===== src/rtl/constraint_mem_ctrl.sv =====
// constraint_mem_ctrl
// Sole owner of the single-port constraint BRAM sitting between the byte-stream
// parser and the line solver.
//   LOAD : parser words are committed to consecutive BRAM addresses.
//   SERVE: entered on board_done; the solver gets one pipelined read per cycle.
//   clear: drops the current board and returns to LOAD from any state.
// Ports
//   clk, rst          clock; asynchronous active-low reset
//   wr_valid/wr_data  parser word stream
//   board_done        parser finished the board (pulse)
//   clear             discard board, restart load (pulse)
//   rd_req/rd_addr    solver read request; rd_gnt is the combinational accept
//   rd_valid/rd_data  read response, RD_LAT cycles after grant (0 if out of range)
//   loaded            high in SERVE
//   num_entries       words committed for the current board (saturates at DEPTH)
//   err               sticky: overflow or write attempt during SERVE
//   bram_*            BRAM port; bram_dout arrives RD_LAT cycles after the address
module constraint_mem_ctrl #(
  parameter int DATA_W = 13,
  parameter int ADDR_W = 10,
  parameter int DEPTH  = 1024,
  parameter int RD_LAT = 2
) (
  input  logic              clk,
  input  logic              rst,
  input  logic              wr_valid,
  input  logic [DATA_W-1:0] wr_data,
  input  logic              board_done,
  input  logic              clear,
  input  logic              rd_req,
  input  logic [ADDR_W-1:0] rd_addr,
  output logic              rd_gnt,
  output logic              rd_valid,
  output logic [DATA_W-1:0] rd_data,
  output logic              loaded,
  output logic [ADDR_W:0]   num_entries,
  output logic              err,
  output logic [ADDR_W-1:0] bram_addr,
  output logic [DATA_W-1:0] bram_din,
  output logic              bram_we,
  input  logic [DATA_W-1:0] bram_dout
);

  localparam logic [ADDR_W:0] DEPTH_L = (ADDR_W+1)'(DEPTH);

  typedef enum logic {LOAD, SERVE} state_t;

  state_t            state, state_nx;
  logic [ADDR_W:0]   wr_ptr;
  logic [RD_LAT-1:0] tag_pipe;
  logic [RD_LAT-1:0] oor_pipe;
  logic              wr_ok;
  logic              wr_drop;
  logic              rd_oor;

  // Out-of-range is decided at grant time and travels with the grant tag.
  assign rd_oor = ({1'b0, rd_addr} >= wr_ptr);

  always_comb begin
    state_nx  = state;
    bram_addr = '0;
    bram_din  = '0;
    bram_we   = 1'b0;
    rd_gnt    = 1'b0;
    wr_ok     = 1'b0;
    wr_drop   = 1'b0;
    if (clear) begin
      state_nx = LOAD;
    end else begin
      case (state)
        LOAD: begin
          if (wr_valid) begin
            if (wr_ptr < DEPTH_L) wr_ok   = 1'b1;
            else                  wr_drop = 1'b1;
          end
          if (board_done) state_nx = SERVE;
        end
        SERVE: begin
          if (wr_valid) wr_drop = 1'b1;
        end
        default: state_nx = LOAD;
      endcase
    end
    if (state == SERVE) begin
      rd_gnt = rd_req;
      if (rd_req) bram_addr = rd_addr;
    end
    if (wr_ok) begin
      bram_we   = 1'b1;
      bram_addr = wr_ptr[ADDR_W-1:0];
      bram_din  = wr_data;
    end
  end

  always_ff @(posedge clk or negedge rst) begin
    if (!rst) begin
      state    <= LOAD;
      wr_ptr   <= '0;
      err      <= 1'b0;
      tag_pipe <= '0;
      oor_pipe <= '0;
    end else begin
      state <= state_nx;
      if (clear)      wr_ptr <= '0;
      else if (wr_ok) wr_ptr <= wr_ptr + 1'b1;
      if (wr_drop) err <= 1'b1;
      if (clear) begin
        tag_pipe <= '0;
        oor_pipe <= '0;
      end else begin
        tag_pipe[0] <= rd_gnt;
        oor_pipe[0] <= rd_gnt & rd_oor;
        for (int unsigned i = 1; i < RD_LAT; i++) begin
          tag_pipe[i] <= tag_pipe[i-1];
          oor_pipe[i] <= oor_pipe[i-1];
        end
      end
    end
  end

  assign loaded      = (state == SERVE);
  assign num_entries = wr_ptr;
  assign rd_valid    = tag_pipe[RD_LAT-1];
  assign rd_data     = (rd_valid && !oor_pipe[RD_LAT-1]) ? bram_dout : '0;

endmodule

===== config.mk =====
export PLATFORM = sky130hd
export DESIGN_NAME = constraint_mem_ctrl
export DESIGN_NICKNAME = d
export VERILOG_FILES = /design/src/rtl/constraint_mem_ctrl.sv
export SDC_FILE = /design/constraint.sdc
export NUM_CORES = 1
export LEC_CHECK = 0
export ABC_AREA = 0
export CORE_UTILIZATION = 35
export CTS_BUF_LIST = sky130_fd_sc_hd__clkbuf_8
export DETAILED_ROUTE_END_ITERATION = 7
export PLACE_DENSITY_LB_ADDON = 0.05
export SYNTH_ARGS = -nofsm -noshare
export SYNTH_HDL_FRONTEND = slang
export SYNTH_SLANG_ARGS = --single-unit

===== constraint.sdc =====
create_clock -name clk -period 1.8 [get_ports clk]
set_input_delay 0.45 -clock clk [delete_from_list [all_inputs] [get_ports clk]]
set_output_delay 0.45 -clock clk [all_outputs]
set_load 0.005 [all_outputs]

==> metrics.md <==
| Metric | Value |
|---|---|
| Number of global-route vias before repair | `1579` |
| Setup ws final | `-0.265 ns` |
| Worst-skew pair later-pin latency | `0.25 ns` |
| Largest area contributor in the netlist | `dfrtp_1` |
| Leak | `1.35 nW` |
| Final count of pins violating max slew | `0` |
| CTS Buffer Depth | `2` |
| Port Buf Inserts | `93` |
| Post-synth EDFFs | `0` |
| Hold_buf cts | `0` |
| Drt initial violations | `41` |
| Multi-input gate area | `916 µm²` |
| Synth top cells by count | `and2_1 (26), dfrtp_1 (17), ha_1 (11), inv_1 (11), nor2_1 (11)` |
| Synth Register Bits | `17` |
| Post-DP Area | `2400 µm²` |
| Area contributors post-synth | `dfrtp_1 (33%), and2_1 (13%), ha_1 (11%)` |
| Relative slew slack | `0.799` |
| Unrepaired setup endpoints after global routing | `yes` |
| Initial Util | `0.374` |
| Dpl hpwl | `3.14 mm` |
| Fillers | `approximately 240` |
| Kind of critical path | `in -> out` |
| Clock slew at the register clock pins of the worst setup and hold paths | `around 0.070 ns` |
| Nets | `338` |
| Max_cap viols | `0` |
| Finish-stage setup viols | `25` |
| Synthesis-to-finish area growth | `113%` |
| Failing checks | `setup timing` |
| Worst-margin pin slew | `about 0.3 ns` |
| Maximum number of pins on one net before global-route repair | `18` |
| Main synth FF type | `dfrtp_1` |
| Status | `finished with violations` |
| Die Ht | `62.4 µm` |
| Synth Instances | `around 150` |
| Setup WS pre-CTS | `-0.735 ns` |
| FF+latch area | `427 µm²` |
| Gpl congestion | `0.860` |
| Diodes inserted | `0` |
| Register area share after synthesis | `0.333` |
| FMAX | `0.484 GHz` |
| Initial antenna violation count | `0` |
| FP Rows | `21` |
| Ys async rst share | `1.00` |
| Share of the synthesized area in the top cell type | `0.333` |
| PwrDens | `383 nW/µm²` |
| Type of the worst min-delay path | `reg -> reg` |
| Die X | `roughly 62 µm` |
| Clock sink count | `17` |
| Crit path DAT | `between 1.5 and 2 ns` |
| Fin area | `around 2700 µm²` |
| Required time worst endpoint | `1.35 ns` |
| Synth Warn # | `0` |
| Fin crit period | `2.07 ns` |
| Worst IR Drop VDD | `0.348 mV` |
| Final hold violation count | `0` |
| Grt ovf | `0` |
| Die ar. | `3900 µm²` |
| Share of cells above drive strength 1 | `0.363` |
| Post-synth cell types | `32` |
| Root Buffer | `clkbuf_8` |
| Top Ports | `94` |
| CTS tree | `done` |
| Final Cycle Share | `1.15` |
| Skew final | `0.00317 ns` |
| Vias per cell | `4.97` |
| DRC viols | `0` |
| CP Capture Type | `primary output` |
| All-layer global routing usage | `0.237` |
| Startpoint Class | `input pin` |
| WL final | `4.85 mm` |
| Pre-antenna DRT Iters | `4` |
| DR WL/cell | `14.7 µm` |
| Mapped cell area | `1280 µm²` |
| Routed vias | `1640` |
| Post-synth net total | `199` |
| First-pass GRT wire length | `7.38 mm` |
| Core ar. | `between 3000 and 4000 µm²` |
| CP max FO | `4` |
| Top-count cell post-synth | `and2_1` |
| Num CTS Buffers | `3` |
| CTS H-tree lvls | `1` |
| Mapped Avg Cell Area | `roughly 8.7 µm²` |
| Antenna Nets Post-Route | `0` |
==> cells by family after synthesis <==
logic type	count (synthesis)	synth area share
adder cells (fa/ha/maj)	11	0.108
flip-flops	17	0.333
buffers and inverters	16	0.0480
XOR/XNOR	8	0.0549
AO/OA/AOI/OAI	23	0.130
AND/OR/NAND/NOR	71	0.326
==> per-layer routing <==
metal | GRT usage | vias up | share of wire
li1 | - | 775 | -
met1 | 0.277 | 771 | 0.39
met2 | 0.443 | 84 | 0.53
met3 | 0.0401 | 10 | 0.066
met4 | 0.0552 | 0 | 0.014
met5 | 0 | - | 0
==> stage by stage <==
step                      instances  hold WS, ns  TNS (ns)  utilization  power (mW)
after detailed placement        301        0.456    -21.34        0.704       0.696
after global routing            330        0.502     -3.74        0.798        1.09
final                           330        0.472     -2.47        0.798        1.04
after floorplan                 146        0.154         0            -       0.488
after CTS                       327        0.474     -2.06        0.759        1.02
after global placement          301        0.449    -20.60        0.704       0.689
==> final cells by class <==
| cell class | count | area share |
|---|---|---|
| clock inverters | 1 | 0.00184 |
| well taps | 46 | 0.0211 |
| inverters | 11 | 0.0151 |
| repair buffers | 139 | 0.454 |
| flip-flops and latches | 17 | 0.156 |
| multi-input cells | 113 | 0.336 |
| clock buffers | 3 | 0.0151 |
==> power by group <==
part	leakage, nW	switching, mW	total [mW]	internal [mW]
combinational	1.10	0.124	0.347	0.223
sequential	0.228	0.0108	0.401	0.390
clock	0.0255	0.142	0.296	0.154
==> worst paths after layout <==
check	endpoint	slack [ns]	start	cells past startpoint
min reg2reg	oor_pipe[1]	0.47	oor_pipe[0]	1
max	bram_addr[6]	-0.27	clear	9
min in group asynchronous	num_entries[7]	0.52	rst	2
max in group asynchronous	loaded	1.06	rst	2
max reg2reg	num_entries[3]	0.03	num_entries[10]	6
min	oor_pipe[1]	0.47	oor_pipe[0]	1
==> placed cells by master (no fill, tap or decap), types with 2 or more instances in the layout <==
cell type        count
clkdlybuf4s50_1     46
buf_4               27
buf_6               26
buf_2               20
and2_1              19
dfrtp_1             16
dlygate4sd2_1       14
inv_1               11
nor2_1              11
ha_1                10
and2_4               8
a22o_1               8
nand2_1              8
xnor2_1              7
a21oi_1              5
dlymetal6s2s_1       4
nor2b_1              3
nand4_1              3
clkbuf_8             3
nand2b_1             2
nand3_1              2
o21ai_0              2
nor4_1               2
nor3_1               2
clkbuf_2             2
==> sequential cells by signal, indices dropped and copies added, names as in the netlist <==
signal,cells
num_entries,11
err,1
loaded,1
oor_pipe,2
tag_pipe,2
==> repair_timing <==
item / 4_1_cts / 5_1_grt
resized for setup: 158 / 25
pin swaps: 15 / 12
buffers inserted: 19 / 4
cloned: 3 / 0
setup endpoints to repair: 42 / 28
==> critical path, stage by stage <==
cell and delay (ns):
buf_6 0.10, nand2b_4 0.14, nor3_4 0.21, buf_6 0.14, buf_6 0.10, buf_6 0.09
buf_6 0.11, a22o_1 0.16, buf_2 0.12
(Power assumes the default switching activity.)
